`config.mk`:
```
export PLATFORM = sky130hd
export DESIGN_NAME = multdiv_sequencer_flat
export DESIGN_NICKNAME = d
export VERILOG_FILES = /design/src/rtl/multdiv_sequencer_if.sv /design/src/rtl/multdiv_sequencer.sv /design/src/flat_wrapper.sv
export SDC_FILE = /design/constraint.sdc
export NUM_CORES = 1
export LEC_CHECK = 0
export ABC_AREA = 1
export ABC_CLOCK_PERIOD_IN_PS = 1100
export BUFFER_PORTS_ARGS = -buffer_cell sky130_fd_sc_hd__buf_2
export CAP_MARGIN = 20
export CELL_PAD_IN_SITES_DETAIL_PLACEMENT = 1
export CELL_PAD_IN_SITES_GLOBAL_PLACEMENT = 2
export CORE_ASPECT_RATIO = 0.9
export CORE_MARGIN = 2
export CORE_UTILIZATION = 17
export DETAILED_ROUTE_END_ITERATION = 10
export HOLD_SLACK_MARGIN = 0.02
export PLACE_DENSITY_LB_ADDON = 0.25
export SYNTH_ARGS = -nofsm -noshare
export SYNTH_HDL_FRONTEND = slang
export SYNTH_SLANG_ARGS = --single-unit
```
`constraint.sdc`:
```
create_clock -name clk -period 1.1 [get_ports clk]
set_input_delay 0.055 -clock clk [delete_from_list [all_inputs] [get_ports clk]]
set_output_delay 0.055 -clock clk [all_outputs]
set_load 0.01 [all_outputs]
```
`src/rtl/multdiv_sequencer_if.sv`:
```
// Handshake between the control unit and the Mult/Div sequencer.
// master = control unit side, slave = sequencer side.
interface multdiv_sequencer_if;
    logic        req;
    logic        op;
    logic [31:0] divisor;
    logic        mult_start;
    logic        div_start;
    logic        mult_div_sel;
    logic        hi_wr;
    logic        lo_wr;
    logic        busy;
    logic        done;
    logic        div_zero_exc;

    modport master (
        output req, op, divisor,
        input  mult_start, div_start, mult_div_sel, hi_wr, lo_wr, busy, done, div_zero_exc
    );

    modport slave (
        input  req, op, divisor,
        output mult_start, div_start, mult_div_sel, hi_wr, lo_wr, busy, done, div_zero_exc
    );
endinterface

```
`src/rtl/multdiv_sequencer.sv`:
```
// Sequences the shared Mult/Div units and the HI/LO write for the control unit:
// start pulse, fixed iteration wait, HI/LO write, then done or divide-by-zero exception.
module multdiv_sequencer #(
    parameter int MULT_CYCLES = 32,
    parameter int DIV_CYCLES  = 32,
    parameter int CNT_W       = 6
) (
    input  logic               clk,
    input  logic               reset,
    multdiv_sequencer_if.slave bus
);

    typedef enum logic [2:0] {
        S_IDLE,
        S_START,
        S_RUN,
        S_WRITE,
        S_DONE,
        S_EXC
    } state_t;

    localparam logic [CNT_W-1:0] MULT_LOAD = CNT_W'(MULT_CYCLES - 1);
    localparam logic [CNT_W-1:0] DIV_LOAD  = CNT_W'(DIV_CYCLES - 1);
    localparam logic [CNT_W-1:0] CNT_ONE   = CNT_W'(1);

    state_t           state_q, state_d;
    logic [CNT_W-1:0] cnt_q, cnt_d;
    logic             op_q, op_d;

    always_ff @(posedge clk) begin
        if (reset) begin
            state_q <= S_IDLE;
            cnt_q   <= '0;
            op_q    <= 1'b0;
        end else begin
            state_q <= state_d;
            cnt_q   <= cnt_d;
            op_q    <= op_d;
        end
    end

    always_comb begin
        state_d          = state_q;
        cnt_d            = cnt_q;
        op_d             = op_q;
        bus.mult_start   = 1'b0;
        bus.div_start    = 1'b0;
        bus.mult_div_sel = 1'b0;
        bus.hi_wr        = 1'b0;
        bus.lo_wr        = 1'b0;
        bus.busy         = 1'b0;
        bus.done         = 1'b0;
        bus.div_zero_exc = 1'b0;

        // A new request is taken on the edge that ends DONE or EXC as well as from
        // IDLE, so back-to-back operations need no idle cycle in between.
        if (state_q == S_IDLE || state_q == S_DONE || state_q == S_EXC) begin
            if (bus.req) begin
                op_d    = bus.op;
                state_d = (bus.op && bus.divisor == '0) ? S_EXC : S_START;
            end else begin
                state_d = S_IDLE;
            end
        end

        case (state_q)
            S_IDLE: begin
            end
            S_START: begin
                bus.busy         = 1'b1;
                bus.mult_start   = ~op_q;
                bus.div_start    = op_q;
                bus.mult_div_sel = op_q;
                cnt_d            = op_q ? DIV_LOAD : MULT_LOAD;
                state_d          = S_RUN;
            end
            S_RUN: begin
                bus.busy         = 1'b1;
                bus.mult_div_sel = op_q;
                if (cnt_q == '0) begin
                    state_d = S_WRITE;
                end else begin
                    cnt_d = cnt_q - CNT_ONE;
                end
            end
            S_WRITE: begin
                bus.busy         = 1'b1;
                bus.mult_div_sel = op_q;
                bus.hi_wr        = 1'b1;
                bus.lo_wr        = 1'b1;
                state_d          = S_DONE;
            end
            S_DONE: begin
                bus.busy         = 1'b1;
                bus.mult_div_sel = op_q;
                bus.done         = 1'b1;
            end
            S_EXC: begin
                bus.busy         = 1'b1;
                bus.div_zero_exc = 1'b1;
            end
            default: begin
                state_d = S_IDLE;
            end
        endcase
    end

endmodule

```
`src/flat_wrapper.sv`:
```
// flat-port wrapper written by rule: the top's interface ports become plain ports
module multdiv_sequencer_flat 
#(
    parameter int MULT_CYCLES = 32,
    parameter int DIV_CYCLES  = 32,
    parameter int CNT_W       = 6
)
  (clk, reset, bus_req, bus_op, bus_divisor, bus_mult_start, bus_div_start, bus_mult_div_sel, bus_hi_wr, bus_lo_wr, bus_busy, bus_done, bus_div_zero_exc);
  multdiv_sequencer_if bus_i ();
  input  logic clk;
  input  logic reset;
  input wire logic [$bits(bus_i.req)-1:0] bus_req;
  input wire logic [$bits(bus_i.op)-1:0] bus_op;
  input wire logic [$bits(bus_i.divisor)-1:0] bus_divisor;
  output wire logic [$bits(bus_i.mult_start)-1:0] bus_mult_start;
  output wire logic [$bits(bus_i.div_start)-1:0] bus_div_start;
  output wire logic [$bits(bus_i.mult_div_sel)-1:0] bus_mult_div_sel;
  output wire logic [$bits(bus_i.hi_wr)-1:0] bus_hi_wr;
  output wire logic [$bits(bus_i.lo_wr)-1:0] bus_lo_wr;
  output wire logic [$bits(bus_i.busy)-1:0] bus_busy;
  output wire logic [$bits(bus_i.done)-1:0] bus_done;
  output wire logic [$bits(bus_i.div_zero_exc)-1:0] bus_div_zero_exc;
  assign bus_i.req = bus_req;
  assign bus_i.op = bus_op;
  assign bus_i.divisor = bus_divisor;
  assign bus_mult_start = bus_i.mult_start;
  assign bus_div_start = bus_i.div_start;
  assign bus_mult_div_sel = bus_i.mult_div_sel;
  assign bus_hi_wr = bus_i.hi_wr;
  assign bus_lo_wr = bus_i.lo_wr;
  assign bus_busy = bus_i.busy;
  assign bus_done = bus_i.done;
  assign bus_div_zero_exc = bus_i.div_zero_exc;
  multdiv_sequencer #(.MULT_CYCLES(MULT_CYCLES), .DIV_CYCLES(DIV_CYCLES), .CNT_W(CNT_W)) u_core (.clk(clk), .reset(reset), .bus(bus_i));
endmodule
```
# After elaboration in Yosys (flattened, before gate mapping)
# Index checks and enable logic that the tools add are counted.
# W data, S select, Z words.
[word_totals]
wordCells = 37
reg_bits = 10
out_inout_bits = 8
in_bits = 36
[classes]
n_addsub = 1
reduce_logical = 12
bitwise = 1
n_eq_ne = 6
mux = 14
[op_table]
columns = ["op", "n"]
rows = [
  ["$logic_not A32 Y1", 1],
  ["$mux W3", 4],
  ["$pmux W3 S4", 1],
  ["$pmux W6 S2", 1],
  ["$mux W1", 7],
  ["$eq A3 B2 Y1 const B", 2],
  ["$eq A3 B3 Y1 const B", 2],
  ["$logic_not A6 Y1", 1],
  ["$mux W6", 1],
  ["$sub A6 B1 Y6 const B", 1],
  ["$reduce_or A5 Y1", 1],
  ["$reduce_and A2 Y1", 2],
  ["$reduce_or A4 Y1", 1],
  ["$eq A3 B1 Y1 const B", 1],
  ["$logic_not A3 Y1", 1],
  ["$reduce_or A3 Y1", 1],
  ["$logic_or A1 B1 Y1", 2],
  ["$ne A2 B2 Y1 const B", 1],
  ["$reduce_bool A2 Y1", 1],
  ["$logic_and A1 B1 Y1", 1],
  ["$not A1 Y1", 1],
]

# Longest topological paths before layout
[logic_depth]
depth_word = 7
mapped_depth = 9
depth_no_buf = 9

# Worst setup path after synthesis
# Ideal clock, no wire load.
[synth_timing]
kind = "register -> register"
start = "register u_core.cnt_q[0]"
end = "register u_core.cnt_q[2]"
arrival_ns = 1.116
required_time_ns = 1.030
stages_incl_launch_ff = 9
setup_ns = 0.070
n_path_buf = 0
slack_ns = -0.086
cell_sequence = "dfxtp_1 inv_1 ha_1 nand2_1 nor2_1 nand3_2 nand2_2 nand2_1 a21oi_1"
[synth_between]
elab_chain_len = 3
elab_cells_between_ends = 6
classes_between = "add/sub (1); eq/ne (1); mux (2); reduce/logical (2)"
[synth_rtl]
columns = ["element", "line", "text"]
rows = [
  ["from (decl)", "multdiv_sequencer.sv:27", "logic [CNT_W-1:0] cnt_q, cnt_d;"],
  ["from (signal assigned)", "multdiv_sequencer.sv:37", "cnt_q <= cnt_d;"],
  ["$sub A6 B1 Y6 / $logic_not A6 Y1 (equally long branches)", "multdiv_sequencer.sv:83, multdiv_sequencer.sv:80", ""],
  ["$mux W6 / $ne A2 B2 Y1 (equally long branches)", "n/a", ""],
  ["$pmux W6 S2 / $reduce_and A2 Y1 (equally long branches)", "n/a", ""],
]
# Several ways; a longest one is shown, not always the timed one. The select of a mux whose other input is x is not followed.
# A chain may end at the register's enable or synchronous reset.

# Worst setup path in the final report
[layout_timing]
start = "register u_core.cnt_q[1]"
end = "register u_core.cnt_q[2]"
# Same word-level chain as after synthesis.

==> flow_summary_export.csv <==
group,metric,value,unit
finish,multi_input_area,559,um2
power_and_ir_drop,p_leak,0.645,nW
finish,final_common_cell,"buf_2",
clock_network,cts_buffers,3,
setup_path,cp-end-kind,"flip-flop",
detailed_routing,wirelength,2.65,mm
run_status,violations,"setup timing",
synth,syn_nets,155,
detailed_routing,firstDrtPassIters,4,
finish,num_antenna_cells,0,
finish,area_growth,101,%
sta,min_period,1.19,ns
synth,synth_cell_types,17,
synth,netlist_instances,118,
global_route,grt_pass1_vias,1089,
setup_path,worstPathRequired,1.23,ns
clock_network,cts_tree,"done",
global_route,grt_start_max_net_pins,8,
floorplanning,start_util,18.1,%
sta,holdWs,0.0896,ns
floorplanning,die-area,0.00456,mm2
finish,drive_gt1_share,58.9,%
sta,finalSetupViolCount,11,
sta,finalCritPeriodShare,109,%
power_and_ir_drop,ir_drop,0.444,mV
synth,yosys.area_share.simple,48.0,%
synth,syn_avg_cell_area,5.81,um2
sta,max_freq,0.838,GHz
place,gp_congestion,0.745,
sta,slew_headroom,86.6,%
global_route,grtUsageTotal,12.6,%
clock_network,cts_root_buffer,"clkbuf_8",
global_route,antenna_found_initial,0,
sta,hold_viol_final,0,
finish,final_cells,231,
synth,ys_seq_area_share,29.2,%
floorplanning,die_h,64.3,um
place,place_inst,219,
finish,final_cell_mix,"buf_2, nor2_1, nand2_1",
synth,yosysWarnings,0,
global_route,grt_pass1_wl,4.55,mm
setup_path,crit_path_top_delay_cell,"dfxtp_2",
clock_network,cts.sinks,10,
setup_path,crit_type,"reg2reg",
detailed_routing,drc,0,
synth,yosysTopAreaCellShare,29.2,%
synth,synth_compound_area_share,10.9,%
synth,synthesis.area,686,um2
clock_network,clock_latency,0.24,ns
setup_path,cp.arrival,1.32,ns
place,hpwl,2.02,mm
sta,post-route-worst-setup-slack,-0.0937,ns
setup_path,slowest_delay,0.31,ns
detailed_routing,routedWlPerCell,11.5,um
sta,fin_skew,0.00145,ns
hold_path,hold_path.class,"in2reg",
place,place_ws,-0.133,ns
synth,yosys.area_share.adder,1.82,%
finish,fin_nets,223,
synth,synth_xor_area_share,1.28,%
floorplanning,core_area,0.00378,mm2
setup_path,crit_top_cell,"nand2_2",
sta,rsz0062_at_grt,"true",
finish,regArea,215,um2
synth,synth_area_leaders,"dfxtp_1, nor2_1, nand2_1, a21oi_1, inv_1",
detailed_routing,via_per_inst,4.35,
detailed_routing,ant_nets,0,
floorplanning,rows,21,
clock_network,clk_pin_slew,0.05,ns
detailed_routing,vias,1005,
place,io_buffer_count,43,
run_status,status,"complete, but fails checks",
power_and_ir_drop,p_per_area,1450,mW/mm2
run,maxCapViolCount,0,
finish,fillCellCount,504,
floorplanning,ios,44,
synth,yosys-mux-area-fraction,0,%
sta,worstMarginPinSlew,0.200,ns
setup_path,cp-start-kind,"flip-flop",
setup_path,cp_max_fo,4,
sta,slew_violations,0,
synth,ys_ff_latch,10,
global_route,grt.overflow.total,0,
floorplanning,fp.dieW,70.9,um
synth,yosysTopAreaCell,"dfxtp_1",
synth,synth_top_family_by_area,"simple AND/OR/NAND/NOR gates",
clock_network,holdBufCountCts,0,
sta,setup_tns,-0.521,ns
detailed_routing,drt_iter0_drc,29,
setup_path,crit_chain,"inv_2 -> ha_4 -> nand3_1 -> nand2_2 -> nand2_2 -> o21ai_1 -> a21oi_2",
clock_network,clock_path_buffers,2,
clock_network,h-tree-depth,1,
-- where the power goes --
part	internal, W	total, W	leakage (nW)	switching, W
logic	0.000509	0.00102	0.531	0.000516
registers	0.000427	0.000500	0.0854	0.0000723
clock network	0.000316	0.000476	0.0288	0.000160
total	0.00125	0.00200	0.645	0.000748
-- final timing paths --
kind,from,endpoint,slack [ns],cells after the start
worst max-delay path,u_core.cnt_q[1]$_SDFFE_PP0P_,u_core.cnt_q[2]$_SDFFE_PP0P_,-0.09,7
worst min-delay path,reset,u_core.state_q[0]$_SDFF_PP0_,0.09,2
worst max register to register,u_core.cnt_q[1]$_SDFFE_PP0P_,u_core.cnt_q[2]$_SDFFE_PP0P_,-0.09,7
worst min register to register,u_core.cnt_q[5]$_SDFFE_PP0P_,u_core.cnt_q[5]$_SDFFE_PP0P_,0.55,4
-- synth_stat cells, drive strengths merged --
library cell / n
a21oi: 9
buf: 1
dfxtp: 10
ha: 1
inv: 14
nand2: 30
nand3: 9
nand3b: 1
nand4: 2
nor2: 32
nor3: 1
o21ai: 6
or2: 1
xor2: 1
-- timing repair --
item	in CTS	in global routing
gates resized for setup	29	33
buffers inserted	7	2
pin swaps	14	13
setup endpoints to repair	16	16
-- cell families after synthesis --
kind of cell / after synthesis
and+or+nand+nor: 76
AOI/OAI and AO/OA: 15
buffers and inverters: 15
DFF: 10
xor gates and xnor gates: 1
adders and majority gates: 1
-- registers in the layout, indices dropped and copies added (netlist names) --
signal          cells
u_core.state_q      3
u_core.op_q         1
u_core.cnt_q        6
-- critical path, delay by kind of cell, from the launching register on --
kind / cells / cell delay [ns]
flops: 1 / 0.31
compound gates: 2 / 0.18
fa+ha+maj: 1 / 0.17
buf+inv: 1 / 0.07
simple gates: 3 / 0.35
-- per-stage QoR --
stage	instance area, um2	power [W]	util [%]
CTS	1260	0.00187	33.2
floorplan	701	0.000878	-
detailed placement	1060	0.00120	28.1
finish	1380	0.00200	36.4
global route	1380	0.00215	36.4
global placement	1060	0.00118	28.1
-- metal layers --
layer / global-route usage [%] / wire length [um] / vias to the layer above
li1: - / - / 509
met1: 13.6 / 1060 / 462
met2: 23.9 / 1420 / 28
met3: 1.74 / 97 / 6
met4: 5.66 / 70 / 0
met5: 0 / 0 / -
-- cell type report --
| cell class | count | area share, % |
|---|---|---|
| repair buffers | 64 | 30.8 |
| flip-flops and latches | 10 | 15.6 |
| clock buffers | 4 | 4.00 |
| multi-input cells | 93 | 40.6 |
| inverters | 14 | 4.73 |
| well taps | 46 | 4.18 |
(Power assumes the default switching activity.)
